## config.mk

```make
export PLATFORM = sky130hd
export DESIGN_NAME = mem_port_arb
export DESIGN_NICKNAME = d
export VERILOG_FILES = /design/src/rtl/mem_arb_pkg.sv /design/src/rtl/mem_port_arb_rr_arbiter.sv /design/src/rtl/mem_port_arb.sv
export SDC_FILE = /design/constraint.sdc
export NUM_CORES = 1
export LEC_CHECK = 0
export CAP_MARGIN = 20
export CELL_PAD_IN_SITES_DETAIL_PLACEMENT = 1
export CELL_PAD_IN_SITES_GLOBAL_PLACEMENT = 1
export CORE_AREA = 2 2 217 219
export DETAILED_ROUTE_END_ITERATION = 10
export DIE_AREA = 0 0 219 221
export GPL_TIMING_DRIVEN = 0
export PLACE_DENSITY_LB_ADDON = 0.2
export REMOVE_ABC_BUFFERS = 1
export SETUP_SLACK_MARGIN = 0.15
export SLEW_MARGIN = 10
export SYNTH_ARGS = -nofsm -noshare
export SYNTH_HDL_FRONTEND = slang
export SYNTH_SLANG_ARGS = --single-unit
```

## constraint.sdc

```tcl
create_clock -name i_clk -period 5.9 [get_ports i_clk]
set_input_delay 1.475 -clock i_clk [delete_from_list [all_inputs] [get_ports i_clk]]
set_output_delay 1.475 -clock i_clk [all_outputs]
set_load 0.05 [all_outputs]
```

## src/rtl/mem_arb_pkg.sv

```systemverilog
// Shared constants and parameter checks for the
// multi-channel memory port arbiter.
package mem_arb_pkg;

  localparam int MAX_CH  = 8;
  localparam int MAX_LAT = 4;

  function automatic int ch_w(input int n);
    return (n > 1) ? $clog2(n) : 1;
  endfunction

  function automatic bit params_ok(
    input int nch,
    input int dw,
    input int bw,
    input int aw,
    input int lat
  );
    return nch >= 1 && nch <= MAX_CH &&
           dw >= 8 && dw <= bw &&
           aw >= 1 && aw <= bw &&
           lat >= 1 && lat <= MAX_LAT;
  endfunction

endpackage

```

## src/rtl/mem_port_arb_rr_arbiter.sv

```systemverilog
// Round-robin grant: first requester at or above
// ptr, wrapping modulo N.
module rr_arbiter #(
  parameter int N = 4,
  parameter int W = 2
) (
  input  logic [N-1:0] req,
  input  logic [W-1:0] ptr,
  output logic [N-1:0] gnt,
  output logic [W-1:0] idx
);

  logic [N-1:0] rot;
  logic         found;
  int           win;
  int           sum;

  // rot[i] is the request of channel (ptr+i) mod N
  always_comb begin
    rot   = N'({req, req} >> ptr);
    found = 1'b0;
    win   = 0;
    sum   = 0;
    for (int i = 0; i < N; i++) begin
      if (!found && rot[i]) begin
        found = 1'b1;
        sum   = int'(ptr) + i;
        win   = (sum >= N) ? sum - N : sum;
      end
    end
    gnt = found ? (N'(1) << win) : '0;
    idx = W'(win);
  end

endmodule

```

## src/rtl/mem_port_arb.sv

```systemverilog
// Multi-channel memory port arbiter with pipelined,
// non-blocking reads tagged by channel ID.
module mem_port_arb #(
  parameter int NUM_CH = 4,
  parameter int DATA_W = 32,
  parameter int BUS_W  = 64,
  parameter int ADDR_W = 32,
  parameter int RD_LAT = 1
) (
  input  logic                     i_clk,
  input  logic                     i_rst,
  input  logic [NUM_CH-1:0]        i_req_valid,
  input  logic [NUM_CH-1:0]        i_req_we,
  input  logic [NUM_CH*ADDR_W-1:0] i_req_addr,
  input  logic [NUM_CH*DATA_W-1:0] i_req_wdata,
  output logic [NUM_CH-1:0]        o_req_ready,
  output logic [NUM_CH-1:0]        o_rsp_valid,
  output logic [DATA_W-1:0]        o_rsp_rdata,
  output logic                     o_read_en,
  output logic [BUS_W-1:0]         o_read_addr,
  output logic                     o_write_en,
  output logic [BUS_W-1:0]         o_write_addr,
  output logic [BUS_W-1:0]         o_data,
  input  logic [BUS_W-1:0]         i_data
);

  import mem_arb_pkg::*;

  localparam int CH_W = ch_w(NUM_CH);

  if (!params_ok(NUM_CH, DATA_W, BUS_W,
                 ADDR_W, RD_LAT)) begin : g_bad
    $error("mem_port_arb: illegal parameters");
  end

  logic [CH_W-1:0]   ptr;
  logic [CH_W-1:0]   nxt_ptr;
  logic [CH_W-1:0]   idx;
  logic [NUM_CH-1:0] gnt;
  logic              xfer;
  logic              sel_we;
  logic [ADDR_W-1:0] sel_addr;
  logic [DATA_W-1:0] sel_wdata;
  logic              data_unused;

  logic [RD_LAT:0]   tag_v;
  logic [CH_W-1:0]   tag_id [RD_LAT+1];

  rr_arbiter #(
    .N (NUM_CH),
    .W (CH_W)
  ) u_arb (
    .req (i_req_valid),
    .ptr (ptr),
    .gnt (gnt),
    .idx (idx)
  );

  assign o_req_ready = i_rst ? '0 : gnt;
  assign xfer        = |(i_req_valid & o_req_ready);
  assign sel_we      = i_req_we[idx];
  assign sel_addr    =
    i_req_addr[int'(idx)*ADDR_W +: ADDR_W];
  assign sel_wdata   =
    i_req_wdata[int'(idx)*DATA_W +: DATA_W];
  assign nxt_ptr     =
    (int'(idx) == NUM_CH - 1) ? '0 : idx + 1'b1;
  assign data_unused = ^i_data;

  always_ff @(posedge i_clk or posedge i_rst) begin
    if (i_rst) begin
      ptr          <= '0;
      o_read_en    <= 1'b0;
      o_read_addr  <= '0;
      o_write_en   <= 1'b0;
      o_write_addr <= '0;
      o_data       <= '0;
    end else begin
      o_read_en  <= xfer & ~sel_we;
      o_write_en <= xfer & sel_we;
      if (xfer) begin
        ptr <= nxt_ptr;
      end
      if (xfer & ~sel_we) begin
        o_read_addr <= BUS_W'(sel_addr);
      end
      if (xfer & sel_we) begin
        o_write_addr <= BUS_W'(sel_addr);
        o_data       <= BUS_W'(sel_wdata);
      end
    end
  end

  // tag_v[0] lines up with o_read_en; tag_v[RD_LAT]
  // lines up with valid i_data
  always_ff @(posedge i_clk or posedge i_rst) begin
    if (i_rst) begin
      tag_v <= '0;
      for (int k = 0; k <= RD_LAT; k++) begin
        tag_id[k] <= '0;
      end
    end else begin
      tag_v     <= {tag_v[RD_LAT-1:0], xfer & ~sel_we};
      tag_id[0] <= idx;
      for (int k = 1; k <= RD_LAT; k++) begin
        tag_id[k] <= tag_id[k-1];
      end
    end
  end

  always_ff @(posedge i_clk or posedge i_rst) begin
    if (i_rst) begin
      o_rsp_valid <= '0;
      o_rsp_rdata <= '0;
    end else begin
      o_rsp_valid <= tag_v[RD_LAT] ?
        (NUM_CH'(1) << tag_id[RD_LAT]) : '0;
      if (tag_v[RD_LAT]) begin
        o_rsp_rdata <= i_data[DATA_W-1:0];
      end
    end
  end

endmodule

```

======== Word level (Yosys, flattened, before mapping) ========
Index checks and enable logic that the tools add are counted.
operators by class
  $add $sub $neg .......................... 8
  multiply operators ...................... 0
  divide/modulo/power cells ............... 0
  order comparisons ....................... 5
  eq/ne operators ......................... 1
  shifts and indexed selects .............. 5
  muxes and demuxes ....................... 18
  bitwise logic cells ..................... 4
  reduce and logical (&&, ||, !) cells .... 7
operators by type and width
  operator                 count
  $mux W32                 8
  $shiftx A128 B8 Y32      2
  $ge A32 B4 Y1 const B    3
  $sub A32 B4 Y32 const B  3
  $shl A1 B32 Y4 const A   1
  $mux W4                  3
  $shr A8 B2 Y4            1
  $add A2 B2 Y3 const B    2
  $mux W1                  5
  $and A4 B4 Y4            1
  $reduce_or A4 Y1         1
  $shl A1 B2 Y4 const A    1
  $sub A2 B3 Y4 const B    1
  $add A2 B1 Y3 const B    1
  $ge A2 B3 Y1 const B     1
  $logic_and A1 B1 Y1      3
  $logic_not A1 Y1         3
  $lt A2 B3 Y1 const B     1
  $add A2 B1 Y2 const B    1
  $and A1 B1 Y1            2
  $bmux W1 S2              1
  $eq A2 B1 Y1 const B     1
  $mux W2                  1
  $not A1 Y1               1
storage, ports and cells
  register bits after elaboration ......... 142
  latch bits .............................. 0
  memory bits (writable) .................. 0
  memory bits (read-only) ................. 0
  output and inout port bits .............. 234
  word-level logic and storage cells ...... 59
  memories kept ........................... 0

======== Depth between registers and ports, before layout ========
  depth after elaboration ................. 17
  depth in mapped cells ................... 13

======== Cells and area by module ========
A second synthesis with hierarchy kept.
unflattened totals
  cells, all modules ...................... 529
  area, all modules ....................... 7901.3 um^2
modules (own cells, without submodules)
  module        instances  cells each  area an instance (um^2)  seq. area each (um^2)
  mem_port_arb  1          481         7484.7                   3528.4
  rr_arbiter    1          48          416.6                    0.0

======== Worst setup path after synthesis ========
Ideal clock, no wire load.
  path type ............................... input port to output port
  from .................................... input i_req_valid[2]
  to ...................................... output o_req_ready[2]
  arrival time ............................ 3992 ps
  data required time ...................... 4425 ps
  slack ................................... 433 ps
  cell stages on the path ................. 9
  path buffers ............................ 4
  cell sequence ........................... buf_4 > nor4_2 > nand2_1 > a21oi_1 > o31a_2 > buf_4 > buf_2 > clkbuf_1 > nor3b_1
on the way
  word-level cells in the longest chain between the ends .. 14
RTL lines
  item                 line                           RTL
  start: declaration   mem_port_arb.sv:12             input logic [NUM_CH-1:0] i_req_valid,
  $shr A8 B2 Y4 *      mem_port_arb_rr_arbiter.sv:20  rot = N'({req, req} >> ptr);
  $mux W1              mem_port_arb_rr_arbiter.sv:25  if (!found && rot[i]) begin
  $logic_not A1 Y1     mem_port_arb_rr_arbiter.sv:25
  $logic_and A1 B1 Y1  mem_port_arb_rr_arbiter.sv:25
  $mux W1              mem_port_arb_rr_arbiter.sv:25
  $logic_not A1 Y1     mem_port_arb_rr_arbiter.sv:25
  $logic_and A1 B1 Y1  mem_port_arb_rr_arbiter.sv:25
  $mux W1              mem_port_arb_rr_arbiter.sv:25
  $logic_not A1 Y1     mem_port_arb_rr_arbiter.sv:25
  $logic_and A1 B1 Y1  mem_port_arb_rr_arbiter.sv:25
  $mux W32 *           mem_port_arb_rr_arbiter.sv:25
  via idx[1]           mem_port_arb.sv:38             logic [CH_W-1:0] idx;
  $shl A1 B32 Y4 *     mem_port_arb_rr_arbiter.sv:31  gnt = found ? (N'(1) << win) : '0;
  $mux W4 *            mem_port_arb_rr_arbiter.sv:31
  $mux W4 *            mem_port_arb.sv:59             assign o_req_ready = i_rst ? '0 : gnt;
  end: declaration     mem_port_arb.sv:16             output logic [NUM_CH-1:0] o_req_ready,
Mark *: on every way through the listed nets, which the timed path passes. The rest lies on a longest branch.

======== Worst setup path in the final report ========
  from .................................... input i_req_valid[2]
  to ...................................... output o_req_ready[3]
on the way
  word-level cells in the longest chain between the ends .. 14
RTL lines
  item                 line
  $shr A8 B2 Y4 *      mem_port_arb_rr_arbiter.sv:20
  $mux W1              mem_port_arb_rr_arbiter.sv:25
  $logic_not A1 Y1     mem_port_arb_rr_arbiter.sv:25
  $logic_and A1 B1 Y1  mem_port_arb_rr_arbiter.sv:25
  $mux W1              mem_port_arb_rr_arbiter.sv:25
  $logic_not A1 Y1     mem_port_arb_rr_arbiter.sv:25
  $logic_and A1 B1 Y1  mem_port_arb_rr_arbiter.sv:25
  $mux W1              mem_port_arb_rr_arbiter.sv:25
  $logic_not A1 Y1     mem_port_arb_rr_arbiter.sv:25
  $logic_and A1 B1 Y1  mem_port_arb_rr_arbiter.sv:25
  $mux W32             mem_port_arb_rr_arbiter.sv:25
  $shl A1 B32 Y4       mem_port_arb_rr_arbiter.sv:31
  $mux W4 *            mem_port_arb_rr_arbiter.sv:31
  $mux W4 *            mem_port_arb.sv:59
Mark *: on every way between the ends. The rest lies on a longest branch, timed or not.

==> impl_metrics.env <==
export IMPL_cts_tree="done"
export IMPL_regToRegSetupSlack_ns=1.12
export IMPL_synth_fa_ha_area_share_pct=0.735
export IMPL_cts_hold_buf=0
export IMPL_clock_sinks=141
export IMPL_p_sw_share_pct=54.4
export IMPL_grt_use_total_pct=14.9
export IMPL_place_congestion=0.713
export IMPL_setup_viol=0
export IMPL_clk_latency_ns=0.44
export IMPL_cp_data_arrival_time_ns=4.19
export IMPL_min_to="tag_id[1]$_DFF_PP0_"
export IMPL_slew_headroom_pct=36.9
export IMPL_rsz0062_at_grt="yes"
export IMPL_synthTopCellsByCount="dfrtp_1, nand2_1, o21ai_0, buf_4, a21oi_1"
export IMPL_yosys_area_top_type_share_pct=41.5
export IMPL_die_area_mm2=0.0484
export IMPL_drt_iter0_markers=348
export IMPL_synth_largest_area_cell="dfrtp_1"
export IMPL_drive_gt1_share_pct=6.99
export IMPL_grt_overflow_total=0
export IMPL_rows=79
export IMPL_maxCapViolations=0
export IMPL_synth_xor_area_share_pct=0
export IMPL_fp_dieH_um=221
export IMPL_fin_tns_setup_ns=0
export IMPL_crit_path_max_fanout=70
export IMPL_layout_nets=1681
export IMPL_syn_instance_count=977
export IMPL_synth_top_family_by_area="compound AO/OA/AOI/OAI gates"
export IMPL_grt_pass1_wl_um=55100
export IMPL_combPwrFrac_pct=68.0
export IMPL_synthesis_area_mm2=0.00851
export IMPL_antenna_found_initial=0
export IMPL_core_mm2=0.0461
export IMPL_min_path_cells=0
export IMPL_start_util_pct=18.5
export IMPL_vdd_drop_max_mv=0.441
export IMPL_vias=8541
export IMPL_period_minus_slack_ns=5.67
export IMPL_async_reset_ff_share_pct=100
export IMPL_hold_class="register to register"
export IMPL_design_area_mm2=0.0136
export IMPL_p_clk_share_pct=12.6
export IMPL_switchingPower_mw=4.67
export IMPL_viasPerCell=4.34
export IMPL_placed_area_mm2=0.0130
export IMPL_numPortBuffers=435
export IMPL_worst_pin_slew_ns=0.947
export IMPL_clk_pin_slew_ns=0.06
export IMPL_area_growth_pct=60.0
export IMPL_power_leakage_nw=5.61
export IMPL_grt_max_degree=87
export IMPL_synth_flop_cell="dfrtp_1"
export IMPL_yosysWarnings=0
export IMPL_rr_worst_depth=10
export IMPL_yosys_register_bits=141
export IMPL_seq_area_frac_synth_pct=41.5
export IMPL_rr_startpoint="ptr[1]$_DFFE_PP0P_"
export IMPL_cp_required_ns=4.43
export IMPL_min_from="tag_id[3]$_DFF_PP0_"
export IMPL_cellPowerDensity_mw_per_mm2=631
export IMPL_synth_mux_area_share_pct=4.47
export IMPL_io_pins=564
export IMPL_cts_made_buffers=17
export IMPL_synth_simple_gate_area_share_pct=14.3
export IMPL_nFillCells=5353
export IMPL_hold_ws_ns=0.362
export IMPL_power_share_sequential_pct=19.5
export IMPL_max_freq_mhz=176
export IMPL_crit_type="primary input to output pin"
export IMPL_synth_edff_count=0
export IMPL_dieWidth_um=219
export IMPL_grt_pass1_vias=8870
export IMPL_start_kind="primary input"
export IMPL_cts_max_path_buffers=2
export IMPL_ctsHtreeMaxLevel=4
export IMPL_outcome="finished, final reports clean"
export IMPL_r2r_end="o_data[27]$_DFFE_PP0P_"
export IMPL_synth_cell_type_count=45
export IMPL_drv_slew=0
export IMPL_fin_util_pct=29.6
export IMPL_yosys_top_cells_area="dfrtp_1, buf_4, o21ai_0, a311oi_1, nand2_1"
export IMPL_detail_route_antenna_nets=0
export IMPL_fin_skew_ns=0.0108
export IMPL_drtPass1Iterations=4
export IMPL_period_share_pct=96.0
export IMPL_worstSetupEndpointType="output pin"
export IMPL_final_hold_viol_count=0
export IMPL_power_mw=8.59
export IMPL_routed_wl_um=36800
export IMPL_dp_hpwl_um=26200
export IMPL_yosysMostFrequentCell="dfrtp_1"
export IMPL_cts_root_buffer="clkbuf_16"
export IMPL_synth_compound_area_share_pct=24.3
export IMPL_postSynthAreaPerCell_um2=8.71
export IMPL_p_int_mw=3.92
export IMPL_post_route_drc_count=0
export IMPL_wl_per_cell_um=18.7
[power by group through the flow]
stage	sequential, mW	combinational, mW	clock (mW)
2_1_floorplan	3.05	2.18	0
3_3_place_gp	1.67	5.70	0
3_5_place_dp	1.70	5.93	0
4_1_cts	1.68	5.98	1.13
5_1_grt	1.74	6.31	1.17
6_report	1.67	5.84	1.08
[layout by cell type, fill, tap and decap left out, drive strengths merged, types with 8 or more instances in the layout]
cell / instances
buf: 8
clkdlybuf4s50: 427
mux2: 32
inv: 11
and3: 66
dfrtp: 141
a21oi: 70
clkbuf: 24
conb: 96
a311oi: 64
o21ai: 199
nand2: 139
nor2: 9
[worst max-delay path by stage]
stage                     slack (ns)      startpoint                      to  cells after the start
final                           0.23  i_req_valid[2]          o_req_ready[3]                      9
after floorplan                -1.81  i_req_valid[2]          o_req_ready[2]                      5
after global routing            0.13  i_req_valid[2]          o_req_ready[3]                      9
after global placement         -7.03  i_req_valid[2]  o_data[28]$_DFFE_PP0P_                      9
after CTS                       0.11  i_req_valid[0]          o_req_ready[0]                      8
after detailed placement       -0.98  i_req_valid[0]          o_req_ready[3]                      9
[metal layers]
layer | track usage (%) | wire length, um | part of all wire (%)
met5 | 0 | 0 | 0
met3 | 4.65 | 3000 | 8.1
met2 | 26.4 | 18300 | 50
met4 | 3.97 | 470 | 1.3
met1 | 17.2 | 15100 | 41
[area by class of cell]
class	instances	area [um2]	share of cell area, %
well taps	607	759	5.58
clock inverters	11	110	0.809
diodes	1	2.50	0.0184
inverters	8	53.8	0.395
multi-input cells	735	4150	30.4
repair buffers	443	4560	33.5
clock buffers	21	460	3.38
flip-flops and latches	141	3530	25.9
[sequential cells by signal (all words and copies together), names as in the netlist]
name,count
tag_id,4
ptr,2
o_write_addr,32
o_rsp_valid,4
o_read_addr,32
o_rsp_rdata,32
tag_v,2
o_data,32
o_write_en,1
[stage by stage]
stage	std cells	setup WS, ns
after global placement	1924	-7.03
after detailed placement	1932	-0.981
final	1967	0.234
after floorplan	882	-1.81
after global routing	1966	0.135
after CTS	1966	0.114
[cells by family (layout without fill, tap and decap cells)]
| kind of cell | after synthesis | count (layout) |
|---|---|---|
| other cells | 1 | 97 |
| flops | 141 | 141 |
| simple gates | 246 | 248 |
| fa+ha+maj | 5 | 5 |
| mux | 34 | 34 |
| buf+inv | 198 | 483 |
| compound gates | 352 | 352 |
[critical path: stages]
cell and delay, ns:
clkdlybuf4s15_2 0.31, mux2i_1 0.27, nor2_2 0.13, or3_4 0.57, buf_16 0.23, inv_16 0.27
nand4_1 0.20, nor2b_1 0.15, clkdlybuf4s15_2 0.38
[what timing repair did]
action	CTS	global route
gates resized for setup	21	8
cloned	2	0
endpoints found under the setup margin	6	19
pin swaps	1	0
setup buffers	0	0
Power figures use the tool's default switching activity.
